--- src/rtl/entropy_dc_slice_sequencer.sv ---
// DC coefficient slice sequencer: issues DC buffer reads, feeds the entropy encoder and
// queues codewords for downstream. Define DC_SLICE_BIT_COUNT_EN to implement slice_bits.
module entropy_dc_slice_sequencer #(
  parameter int MAX_BLOCKS  = 32,
  parameter int ENC_LATENCY = 4,
  parameter int FIFO_DEPTH  = 8
) (
  input  logic        clk,
  input  logic        reset,
  input  logic        start,
  input  logic [5:0]  num_blocks,
  output logic [4:0]  dc_rd_addr,
  input  logic [19:0] dc_rd_data,
  output logic [19:0] enc_dc_coeff,
  output logic        enc_valid,
  output logic        enc_first,
  input  logic [23:0] enc_code,
  input  logic [5:0]  enc_len,
  input  logic        enc_code_valid,
  output logic [23:0] out_code,
  output logic [5:0]  out_len,
  output logic        out_last,
  output logic        out_valid,
  input  logic        out_ready,
  output logic        busy,
  output logic        done,
  output logic [15:0] slice_bits
);

  localparam int PW = $clog2(FIFO_DEPTH);
  localparam int CW = PW + 1;
  localparam logic [5:0] MAX_N = 6'(MAX_BLOCKS);

  if (FIFO_DEPTH < ENC_LATENCY + 2 || (1 << PW) != FIFO_DEPTH) begin : g_bad_depth
    $error("FIFO_DEPTH must be a power of two and at least ENC_LATENCY+2");
  end

  typedef enum logic [1:0] {IDLE, ISSUE, DRAIN, DONE} state_t;

  state_t state, next_state;

  logic [5:0]    nblk_q;
  logic [5:0]    nblk_clamped;
  logic [5:0]    issue_cnt;
  logic [5:0]    ret_cnt;
  logic          rd_valid_q;
  logic          rd_first_q;
  logic [CW-1:0] inflight;
  logic [CW-1:0] fifo_count;
  logic [PW-1:0] wr_ptr;
  logic [PW-1:0] rd_ptr;
  logic [CW:0]   credit_sum;
  logic          issue_fire;
  logic          last_issue;
  logic          accept;
  logic          pop;
  logic          head_last;
  logic          start_ok;

  logic [23:0] code_mem [FIFO_DEPTH];
  logic [5:0]  len_mem  [FIFO_DEPTH];
  logic        last_mem [FIFO_DEPTH];

  assign nblk_clamped = (num_blocks > MAX_N) ? MAX_N : num_blocks;
  assign start_ok     = (state == IDLE) && start;
  assign last_issue   = (issue_cnt == nblk_q - 6'd1);

  // Reads already issued but not yet presented to the encoder still hold a FIFO slot.
  assign credit_sum = (CW+1)'(inflight) + (CW+1)'(fifo_count) + (CW+1)'(rd_valid_q);

  assign accept    = enc_code_valid && busy && (inflight != '0);
  assign out_valid = (fifo_count != '0);
  assign pop       = out_valid && out_ready;
  assign head_last = last_mem[rd_ptr];

  assign dc_rd_addr   = issue_cnt[4:0];
  assign enc_valid    = rd_valid_q;
  assign enc_first    = rd_first_q;
  assign enc_dc_coeff = rd_valid_q ? dc_rd_data : '0;
  assign out_code     = out_valid ? code_mem[rd_ptr] : '0;
  assign out_len      = out_valid ? len_mem[rd_ptr] : '0;
  assign out_last     = out_valid && head_last;

  always_ff @(posedge clk) begin
    if (reset) state <= IDLE;
    else       state <= next_state;
  end

  always_comb begin
    next_state = state;
    unique case (state)
      IDLE:  if (start) next_state = (nblk_clamped == 6'd0) ? DONE : ISSUE;
      ISSUE: if (issue_fire && last_issue) next_state = DRAIN;
      DRAIN: if (pop && head_last) next_state = DONE;
      DONE:  next_state = IDLE;
      default: next_state = IDLE;
    endcase
  end

  always_comb begin
    busy       = (state == ISSUE) || (state == DRAIN);
    done       = (state == DONE);
    issue_fire = (state == ISSUE) && (credit_sum < (CW+1)'(FIFO_DEPTH));
  end

  always_ff @(posedge clk) begin
    if (reset) begin
      nblk_q     <= '0;
      issue_cnt  <= '0;
      ret_cnt    <= '0;
      rd_valid_q <= 1'b0;
      rd_first_q <= 1'b0;
      inflight   <= '0;
      fifo_count <= '0;
      wr_ptr     <= '0;
      rd_ptr     <= '0;
    end else begin
      rd_valid_q <= issue_fire;
      rd_first_q <= issue_fire && (issue_cnt == 6'd0);

      if (start_ok) begin
        nblk_q    <= nblk_clamped;
        issue_cnt <= '0;
        ret_cnt   <= '0;
      end else begin
        if (issue_fire)          issue_cnt <= issue_cnt + 6'd1;
        else if (state == DONE)  issue_cnt <= '0;
        if (accept)              ret_cnt <= ret_cnt + 6'd1;
      end

      unique case ({rd_valid_q, accept})
        2'b10:   inflight <= inflight + CW'(1);
        2'b01:   inflight <= inflight - CW'(1);
        default: inflight <= inflight;
      endcase

      if (accept) wr_ptr <= wr_ptr + PW'(1);
      if (pop)    rd_ptr <= rd_ptr + PW'(1);

      unique case ({accept, pop})
        2'b10:   fifo_count <= fifo_count + CW'(1);
        2'b01:   fifo_count <= fifo_count - CW'(1);
        default: fifo_count <= fifo_count;
      endcase
    end
  end

  always_ff @(posedge clk) begin
    if (accept) begin
      code_mem[wr_ptr] <= enc_code;
      len_mem[wr_ptr]  <= enc_len;
      last_mem[wr_ptr] <= (ret_cnt == nblk_q - 6'd1);
    end
  end

`ifdef DC_SLICE_BIT_COUNT_EN
  logic [15:0] bits_q;
  logic [16:0] bits_sum;

  assign bits_sum   = {1'b0, bits_q} + 17'(out_len);
  assign slice_bits = bits_q;

  always_ff @(posedge clk) begin
    if (reset)         bits_q <= '0;
    else if (start_ok) bits_q <= '0;
    else if (pop)      bits_q <= bits_sum[16] ? '1 : bits_sum[15:0];
  end
`else
  assign slice_bits = '0;
`endif

endmodule

--- config.mk ---
export PLATFORM = sky130hd
export DESIGN_NAME = entropy_dc_slice_sequencer
export DESIGN_NICKNAME = d
export VERILOG_FILES = /design/src/rtl/entropy_dc_slice_sequencer.sv
export SDC_FILE = /design/constraint.sdc
export NUM_CORES = 1
export LEC_CHECK = 0
export BUFFER_PORTS_ARGS = -buffer_cell sky130_fd_sc_hd__buf_2
export CORE_MARGIN = 10
export CORE_UTILIZATION = 42
export DETAILED_ROUTE_END_ITERATION = 10
export HOLD_SLACK_MARGIN = 0.08
export PLACE_DENSITY = 0.61
export SETUP_SLACK_MARGIN = 0.4
export SYNTH_ARGS = -nofsm -noshare
export SYNTH_HDL_FRONTEND = slang
export SYNTH_SLANG_ARGS = --single-unit
--- constraint.sdc ---
create_clock -name clk -period 5.84 [get_ports clk]
set_input_delay 0.584 -clock clk [delete_from_list [all_inputs] [get_ports clk]]
set_output_delay 0.584 -clock clk [all_outputs]
set_load 0.02 [all_outputs]
==> metrics.yaml, run 1 <==
portBuffers: 121
ys_seq_elements: 287
root_buffer: "clkbuf_16"
antenna_found_initial: 0
yosys-top-cells-count: "edfxtp_1, nor2_1, mux4_2"
diodes: 0
fp.dieW_um: 189
fmax_mhz: 279
multi_input_area_mm2: 0.00346
power_density_mw_per_mm2: 357
min_period_over_period_pct: 61.5
crit_path_max_incr_delay_ns: 1.07
crit_path_start_kind: "flip-flop"
status: "completed"
required_ns: 5.26
vias_per_cell: 5.10
maxCapViolCount: 0
setup_viol: 0
crit_buf_inv: 2
cts_buffers: 29
synthTopCellsByArea: "edfxtp_1, mux4_2, dfxtp_1"
hp-start: "enc_code[23]"
fin_util_pct: 49.8
hpwl_um: 14800
cp_max_fo: 52
postCtsSetupRepairBufs: 0
yosysTopAreaCell: "edfxtp_1"
hold_viol_final: 0
via_count: 6313
ys_seq_area_share_pct: 68.9
cp_slowest_cell: "dfxtp_4"
ios: 138
cts_tree: "yes"
drt_first_pass_iters: 5
worstPathCellList: "buf_4 -> mux4_2 -> mux2i_1 -> nor2_1 -> buf_2"
track_usage_pct: 13.5
ys.flop_type: "edfxtp_1"
ys_warn_count: 0
drive_above_1_share_pct: 30.1
initial_core_util_pct: 42.7
clock_latency_ns: 0.54
synth_area_mm2: 0.0119
clk_path_buf_depth: 3
yosysMostFrequentCell: "edfxtp_1"
critPathArrivalTime_ns: 3.01
syn_area_per_cell_um2: 16.8
p_leak_nw: 4.81
postSynth.asyncResetShare_pct: 0
drc: 0
post_synth_num_cell_types: 43
rsz0062_at_grt: "false"
drv_slew: 0
hp-class: "input port to flip-flop"
chipHeight_um: 189
crit_type: "flip-flop to output port"
clk_pin_slew_ns: 0.06
synth_edf_count: 248
nNetsFinal: 925
syn_to_final_growth_pct: 16.5
tns_ns: 0
cts_resized: 0
slew_headroom_pct: 23.6
r2r_start: "state[0]"
peakVddDrop_mv: 0.282
clock_skew_ns: 0.0135
grt_first_pass_wirelength_um: 38300
synth_top_area_share_pct: 62.4
grt_pass1_vias: 6598
wl_per_cell_um: 19.6
cts_hold_buf: 0
overflow: 0
post_synth_inst_count: 712
cp-end-kind: "output port"
rows: 61
fin_crit_ns: 3.59
tightest_slew_ns: 1.14
core_area_mm2: 0.0279
wl_um: 24300
grt_max_degree: 53
path_delay_family: "flip-flops"
dieArea_mm2: 0.0356
initialDrtViolationCount: 408
htreeDepth: 1
num-fill-cells: 2353
cts.sinks: 287
seq_area_mm2: 0.00823
postRouteAntennaNets: 0
gp_congestion: 0.738
==> path summary, 6_finish.rpt <==
check | cells after the start | slack [ns] | to
worst max-delay path | 5 | 2.25 | out_len[5]
worst min-delay path | 1 | 0.31 | code_mem[3][23]
worst max register to register | 7 | 2.72 | code_mem[1][12]
worst min register to register | 2 | 0.48 | flip-flop
==> cell families (layout without fill, tap and decap cells) <==
| kind of cell | after synthesis | in the layout | synth area share [%] |
|---|---|---|---|
| AO/OA/AOI/OAI | 48 | 48 | 2.39 |
| XOR/XNOR | 28 | 28 | 2.05 |
| adder cells (fa/ha/maj) | 23 | 23 | 2.54 |
| buffers and inverters | 72 | 206 | 3.03 |
| flip-flops | 287 | 287 | 68.9 |
| multiplexers | 98 | 98 | 14.5 |
| other | 1 | 16 | 0.0314 |
| AND/OR/NAND/NOR | 155 | 155 | 6.51 |
==> power by group <==
| group | leakage [nW] | internal, mW | switching (mW) |
|---|---|---|---|
| clock | 0.477 | 1.11 | 0.739 |
| combinational | 1.76 | 0.328 | 0.437 |
| sequential | 2.57 | 2.27 | 0.0831 |
| total | 4.81 | 3.71 | 1.26 |
==> worst register-to-register path: stages, from the launching register on <==
cell and delay [ns]:
dfxtp_1 0.35, inv_1 0.09, ha_1 0.32, nand2_1 0.07, nor2_1 0.56, nand2_1 0.34
nor3_2 0.50, buf_4 0.52
==> routing by layer <==
metal | wire length, um | GRT usage, % | vias up
met4 | 381 | 2.99 | 0
met5 | 0 | 0 | -
met1 | 10200 | 17.3 | 3189
met3 | 1460 | 3.05 | 26
li1 | - | - | 2953
met2 | 12200 | 22.8 | 145
==> per-stage QoR <==
step | instances | instance area (um^2) | power (mW) | hold WS [ns] | setup slack (ns)
5_1_grt | 1239 | 13900 | 5.20 | 0.302 | 2.01
3_3_place_gp | 1188 | 13000 | 3.18 | 0.468 | 2.71
2_1_floorplan | 727 | 12000 | 2.94 | 0.454 | 1.44
3_5_place_dp | 1188 | 13000 | 3.18 | 0.478 | 2.62
4_1_cts | 1239 | 13900 | 5.04 | 0.288 | 2.14
6_report | 1239 | 13900 | 4.97 | 0.310 | 2.25
==> flip-flops by register name (all words and copies together) (netlist names), named ones only <==
signal,flops
code_mem,192
enc_first,1
enc_valid,1
fifo_count,4
inflight,4
issue_cnt,6
last_mem,8
len_mem,48
nblk_q,6
rd_ptr,3
ret_cnt,6
state,2
wr_ptr,3
==> cell usage in the layout (no fill, tap or decap), drive strengths merged, types with 4 or more instances in the layout <==
cell type  count
nor4           4
buf          135
inv           21
dfxtp         39
clkbuf        39
xor2          15
xnor2         13
mux2i         37
clkinv         7
edfxtp       248
o21ai         11
nand2         20
a21oi         26
conb          16
nand3          5
and2          20
nor2          70
or3            6
mux4          60
nor3b         13
ha            21
==> cell type report <==
cell class | instances | share of cell area (%)
clock buffers | 39 | 5.92
clock inverters | 12 | 1.01
inverters | 20 | 0.539
multi-input cells | 368 | 24.9
flip-flops and latches | 287 | 59.2
well taps | 378 | 3.40
repair buffers | 135 | 5.11
Note: power is estimated with default switching activity, not from simulation.
==> inputs of run 2 (changes only) <==
--- a/config.mk
+++ b/config.mk
@@ -10,7 +10,7 @@
 export CORE_UTILIZATION = 42
 export DETAILED_ROUTE_END_ITERATION = 10
 export HOLD_SLACK_MARGIN = 0.08
-export PLACE_DENSITY = 0.61
+export PLACE_DENSITY = 0.63
 export SETUP_SLACK_MARGIN = 0.4
 export SYNTH_ARGS = -nofsm -noshare
 export SYNTH_HDL_FRONTEND = slang
==> constraint.sdc (replaced) <==
create_clock -name clk -period 3 [get_ports clk]
set_input_delay 0.3 -clock clk [delete_from_list [all_inputs] [get_ports clk]]
set_output_delay 0.3 -clock clk [all_outputs]
set_load 0.02 [all_outputs]
==> run 2 against run 1 <==
  * Via count up 3.5%
  * Utilization up 1.9 points
  * Die area unchanged
  * Power up 94%
  * Critical endpoint is now out_len[2]
  * Setup slack worse by 1.7 ns
  * Flip-flop and latch count unchanged
  * Largest cell class unchanged
  * Sequential power up 92%
  * Global-route usage up 0.076 points
  * Clock power up 85%
  * Clock-buffer cell count down 7
  * Critical path depth unchanged
==> metrics.yaml, run 2 (synthesis gave the netlist of run 1 again) <==
worstRegToRegCells: 12  # +5
grt_pass1_vias: 6814  # +3.3%
design_area_mm2: 0.0145  # +3.9%
cts_tree: "yes"
fin_crit_ns: 2.47
hp-class: "input port to flip-flop"
wl_um: 24800  # +2.1%
fmax_mhz: 404
ios: 138  # unchanged
slew_headroom_pct: 63.4  # +40 points
cp_max_fo: 27  # -48%
drive_above_1_share_pct: 30.9  # +0.78 points
fin_util_pct: 51.8  # +1.9 points
crit_path_max_incr_delay_ns: 0.54  # -0.53 ns
drv_slew: 0  # unchanged
drt_first_pass_iters: 4  # -1
track_usage_pct: 13.6  # +0.076 points
place_ws_ns: 0.477  # -2.14 ns
r2r_slack_ns: 0.56  # -2.16 ns
grt_max_degree: 32  # -40%
drc: 0  # unchanged
rsz0062_at_grt: "true"
maxCapViolCount: 0  # unchanged
core_area_mm2: 0.0279  # unchanged
htreeDepth: 1  # unchanged
holdWs_ns: 0.167  # -0.143 ns
gp_congestion: 0.763  # +3.4%
largest_register_ffs: 192  # unchanged
wl_per_cell_um: 19.3  # -1.4%
top_regs: "code_mem x192, len_mem x48, last_mem x8"
initialDrtViolationCount: 406  # -0.49%
cp_slowest_cell: "mux4_2"
r2r_start: "state[1]"
clock_latency_ns: 0.56  # +0.02 ns
tightest_slew_ns: 0.548  # -0.596 ns
cp-end-kind: "output port"
clk_pin_slew_ns: 0.06  # about the same
portBuffers: 121  # unchanged
antenna_found_initial: 1  # +1
rows: 61  # unchanged
grt_first_pass_wirelength_um: 38700  # +1.2%
root_buffer: "clkbuf_16"
postRouteAntennaNets: 0  # unchanged
clk_path_buf_depth: 3  # unchanged
worstPathCellList: "buf_12 -> mux4_2 -> mux2i_1 -> nor2_1 -> buf_2"
vias_per_cell: 5.09  # about the same
tns_ns: 0  # unchanged
clock_skew_ns: 0.0228  # +0.00925 ns
num-fill-cells: 2295  # -2.5%
mostFrequentLayoutCells: "edfxtp_1, buf_2, nor2_1, mux4_2, mux2i_1"
p_leak_nw: 4.99  # +3.9%
hpwl_um: 14800  # +0.23%
crit_path_start_kind: "flip-flop"
cts.sinks: 287  # unchanged
crit_path_end: "out_len[2]"
dieArea_mm2: 0.0356  # unchanged
syn_to_final_growth_pct: 21.1
layout_setup_ws_ns: 0.525  # -1.72 ns
worstReg2RegEnd: "fifo_count[3]"
layout_commonest_cell: "edfxtp_1"
min_period_over_period_pct: 82.5
power_density_mw_per_mm2: 666  # +86%
cts_buffers: 29  # unchanged
chipHeight_um: 189  # unchanged
finalPower_mw: 9.63  # +94%
top_register: "code_mem"
finalNonFillerCells: 1283  # +3.6%
fp.dieW_um: 189  # unchanged
placed_cell_area_mm2: 0.0132  # +1.7%
overflow: 0  # unchanged
status: "completed"
nNetsFinal: 967  # +4.5%
place_inst: 1195  # +0.59%
initial_core_util_pct: 42.7  # unchanged
hold_viol_final: 0  # unchanged
hp-start: "out_ready"
crit_type: "flip-flop to output port"
via_count: 6534  # +3.5%
critPathArrivalTime_ns: 2.17  # -0.84 ns
setup_viol: 0  # unchanged
required_ns: 2.70  # -2.56 ns
peakVddDrop_mv: 0.424  # +50%
run 2: changes by cell type in the layout (fill, tap and decap cells not counted), moves of 4 or more:
cell / delta
nor3b_4: +4
dlygate4sd3_1: +32
clkbuf_8: -6
buf_12: +8
clkinv_2: +5
nor3b_2: -4
run 2: final cells by class:
type | instances | area, um^2 | area share [%]
Sequential cell | 287 | 8240 | 57.0
Multi-Input combinational cell | 368 | 3540 | 24.5
Timing Repair Buffer | 177 | 1220 | 8.42
Clock buffer | 32 | 737 | 5.10
Tap cell | 378 | 473 | 3.27
Clock inverter | 20 | 170 | 1.18
Inverter | 20 | 75.1 | 0.519
Antenna cell | 1 | 2.50 | 0.0173
run 2: metal layers:
layer  GRT usage [%]  wire length, um
met5               0                0
met4            2.87              347
met3            3.67             1750
met2            21.9            11900
met1            17.9            10800
run 2: worst min path at each step:
stage / to / slack [ns] / depth (start not counted)
6_report: flip-flop / 0.17 / 4
5_1_grt: flip-flop / 0.17 / 4
4_1_cts: nblk_q[0] / 0.16 / 4
3_5_place_dp: flip-flop / 0.47 / 2
3_3_place_gp: flip-flop / 0.48 / 2
2_1_floorplan: fifo_count[3] / 0.37 / 1
run 2: what timing repair did:
action,CTS,global route
endpoints found under the setup margin,25,9
gates resized for setup,2,7
hold endpoints to repair,241,0
buffers inserted,2,1
hold buffers,32,0
run 2: power by group:
group | internal [mW] | total, mW | leakage, nW | switching (mW)
sequential | 4.42 | 4.52 | 2.57 | 0.0936
clock | 1.95 | 3.42 | 0.451 | 1.47
combinational | 0.727 | 1.69 | 1.98 | 0.967
run 2: worst max-delay path, delay by kind of cell (launching register included):
| kind | cells | cell delay (ns) |
|---|---|---|
| AND/OR/NAND/NOR | 1 | 0.06 |
| multiplexers | 2 | 0.73 |
| flip-flops | 1 | 0.40 |
| buffers and inverters | 2 | 0.43 |
==> inputs of run 3 (changes only) <==
--- a/config.mk
+++ b/config.mk
@@ -10,7 +10,7 @@
 export CORE_UTILIZATION = 42
 export DETAILED_ROUTE_END_ITERATION = 10
 export HOLD_SLACK_MARGIN = 0.08
-export PLACE_DENSITY = 0.63
+export PLACE_DENSITY = 0.61
 export SETUP_SLACK_MARGIN = 0.4
 export SYNTH_ARGS = -nofsm -noshare
 export SYNTH_HDL_FRONTEND = slang
==> constraint.sdc (replaced) <==
create_clock -name clk -period 2.32 [get_ports clk]
set_input_delay 0.232 -clock clk [delete_from_list [all_inputs] [get_ports clk]]
set_output_delay 0.232 -clock clk [all_outputs]
set_load 0.02 [all_outputs]
==> run 3 against run 2 <==
  * The run now ends with setup timing left
  * Die area unchanged
  * Register-to-register slack lost 0.52 ns
  * Worst hold slack got worse by 0.088 ns
  * Setup slack got worse by 0.69 ns
  * Global-route usage is 3.2 points higher
  * Clock power rose by 41%
  * Critical path depth grew 1
  * Combinational power up 80%
  * Routed wire length is 25% higher
==> metrics.yaml, run 3 (synthesis gave the netlist of run 1 again) <==
cts_tree: "yes"
hp-start: "out_ready"
cts_buffers: 29  # unchanged
root_buffer: "clkbuf_16"
htreeDepth: 1  # unchanged
slew_headroom_pct: 60.0  # -3.4 points
hpwl_um: 14900  # +0.65%
combPwrFrac_pct: 22.2  # +4.6 points
wl_um: 30900  # +25%
tns_ns: -2.89  # -2.89 ns
drc: 0  # unchanged
finalPower_mw: 13.7  # +42%
dieArea_mm2: 0.0356  # unchanged
place_inst: 1203  # +0.67%
core_area_mm2: 0.0279  # unchanged
swShare_pct: 26.2  # -0.10 points
chipHeight_um: 189  # unchanged
power_density_mw_per_mm2: 820  # +23%
layout_setup_ws_ns: -0.166  # -0.691 ns
cp_max_fo: 7  # -74%
mostFrequentLayoutCells: "edfxtp_1, buf_2, nor2_1, mux4_2, buf_4"
placed_cell_area_mm2: 0.0134  # +1.9%
initialDrtViolationCount: 580  # +43%
power.switching_mw: 3.58  # +42%
peakVddDrop_mv: 0.588  # +39%
antenna_found_initial: 0  # -1
design_area_mm2: 0.0167  # +15%
p_leak_nw: 5.90  # +18%
portBuffers: 121  # unchanged
rsz0062_at_grt: "true"
crit_type: "flip-flop to output port"
fin_crit_ns: 2.49
track_usage_pct: 16.7  # +3.2 points
hp-class: "input port to flip-flop"
top_regs: "code_mem x192, len_mem x48, last_mem x8"
overflow: 0  # unchanged
clock_latency_ns: 0.55  # about the same
rows: 61  # unchanged
fin_util_pct: 59.8  # +8.0 points
syn_to_final_growth_pct: 39.8
drive_above_1_share_pct: 42.1  # +11 points
cts.sinks: 287  # unchanged
finalNonFillerCells: 1386  # +8.0%
p_int_mw: 10.1  # +42%
maxCapViolCount: 0  # unchanged
largest_register_ffs: 192  # unchanged
required_ns: 2.09  # -0.61 ns
clk_pin_slew_ns: 0.06  # about the same
crit_path_start_kind: "flip-flop"
failed_checks: "setup timing"
critPathArrivalTime_ns: 2.25  # +0.08 ns
r2r_slack_ns: 0.04  # -0.52 ns
layout_commonest_cell: "edfxtp_1"
postRouteAntennaNets: 0  # unchanged
grt_first_pass_wirelength_um: 46100  # +19%
wl_per_cell_um: 22.3  # +16%
clk_path_buf_depth: 3  # unchanged
gp_congestion: 0.732  # -4.1%
hold_viol_final: 0  # unchanged
drt_first_pass_iters: 5  # +1
setup_viol: 30  # +30
grt_max_degree: 34  # +6.3%
status: "finished, violations left"
cp-end-kind: "output port"
clock_skew_ns: 0.0113  # -0.0115 ns
fp.dieW_um: 189  # unchanged
tightest_slew_ns: 0.599  # +0.0507 ns
holdWs_ns: 0.0789  # -0.0880 ns
vias_per_cell: 5.20  # +2.1%
fmax_mhz: 402
initial_core_util_pct: 42.7  # unchanged
grt_pass1_vias: 7684  # +13%
worstRegToRegCells: 9  # -3
clkPwrFrac_pct: 35.3  # -0.2 points
pwr-share-seq_pct: 42.5  # -4.4 points
place_ws_ns: 0.0519  # -0.425 ns
worstReg2RegEnd: "state[0]"
ios: 138  # unchanged
top_register: "code_mem"
min_period_over_period_pct: 107
drv_slew: 0  # unchanged
via_count: 7204  # +10%
min_path_cells: 5  # +1
nNetsFinal: 1069  # +11%
run 3: cell count changes in the layout (fill, tap and decap cells not counted), moves of 7 or more:
| cell | before | now |
|---|---|---|
| ha_4 | 1 | 10 |
| clkinv_2 | 11 | 2 |
| buf_4 | 14 | 46 |
| buf_6 | 1 | 29 |
| buf_2 | 121 | 104 |
| mux2i_1 | 37 | 29 |
| dfxtp_1 | 34 | 24 |
| buf_16 | 0 | 28 |
| inv_1 | 18 | 11 |
| buf_12 | 8 | 31 |
| ha_1 | 20 | 11 |
| dfxtp_2 | 2 | 11 |
run 3: repair_timing:
action	4_1_cts	5_1_grt
gates resized for setup	95	47
hold buffers	33	0
buffers inserted	54	9
gates cloned	27	6
pin swaps	13	22
hold endpoints to repair	247	0
endpoints found under the setup margin	281	295
run 3: cell type report:
cell class,instances,area (um^2)
fillers,2079,11200
flip-flops and latches,287,8260
multi-input cells,368,3820
repair buffers,279,3080
clock buffers,35,748
well taps,378,473
clock inverters,18,233
inverters,20,82.6
diodes,1,2.50
run 3: power by group through the flow:
stage,clock network (mW),registers (mW),logic [mW]
detailed placement,0,5.93,2.30
floorplan,0,5.92,1.64
global route,5.10,5.83,3.31
CTS,4.88,5.82,2.88
finish,4.83,5.82,3.04
global placement,0,5.93,2.29
run 3: worst max path at each step:
stage | start | end | slack, ns | cells after the start
after floorplan | state[0] | code_mem[2][0] | -0.18 | 5
after global placement | inflight[3] | fifo_count[3] | 0.12 | 10
after detailed placement | inflight[3] | fifo_count[3] | 0.05 | 10
after CTS | flip-flop | out_code[19] | -0.17 | 6
after global routing | flip-flop | out_len[5] | -0.23 | 6
final | flip-flop | out_code[19] | -0.17 | 6
run 3: per-layer routing:
layer / vias to the layer above / routed length [um] / share of wire [%] / track usage [%]
met5: - / 0 / 0 / 0
met4: 0 / 644 / 2.1 / 3.51
met3: 43 / 2390 / 7.7 / 3.77
met2: 276 / 15300 / 50 / 28.6
met1: 3624 / 12600 / 41 / 21.3
li1: 3261 / - / - / -
run 3: critical path: stages, from the launching register on:
cell	delay, ns
dfxtp_4	0.41
buf_12	0.15
buf_16	0.14
mux4_2	0.55
mux2i_4	0.20
nor2_1	0.06
buf_2	0.18
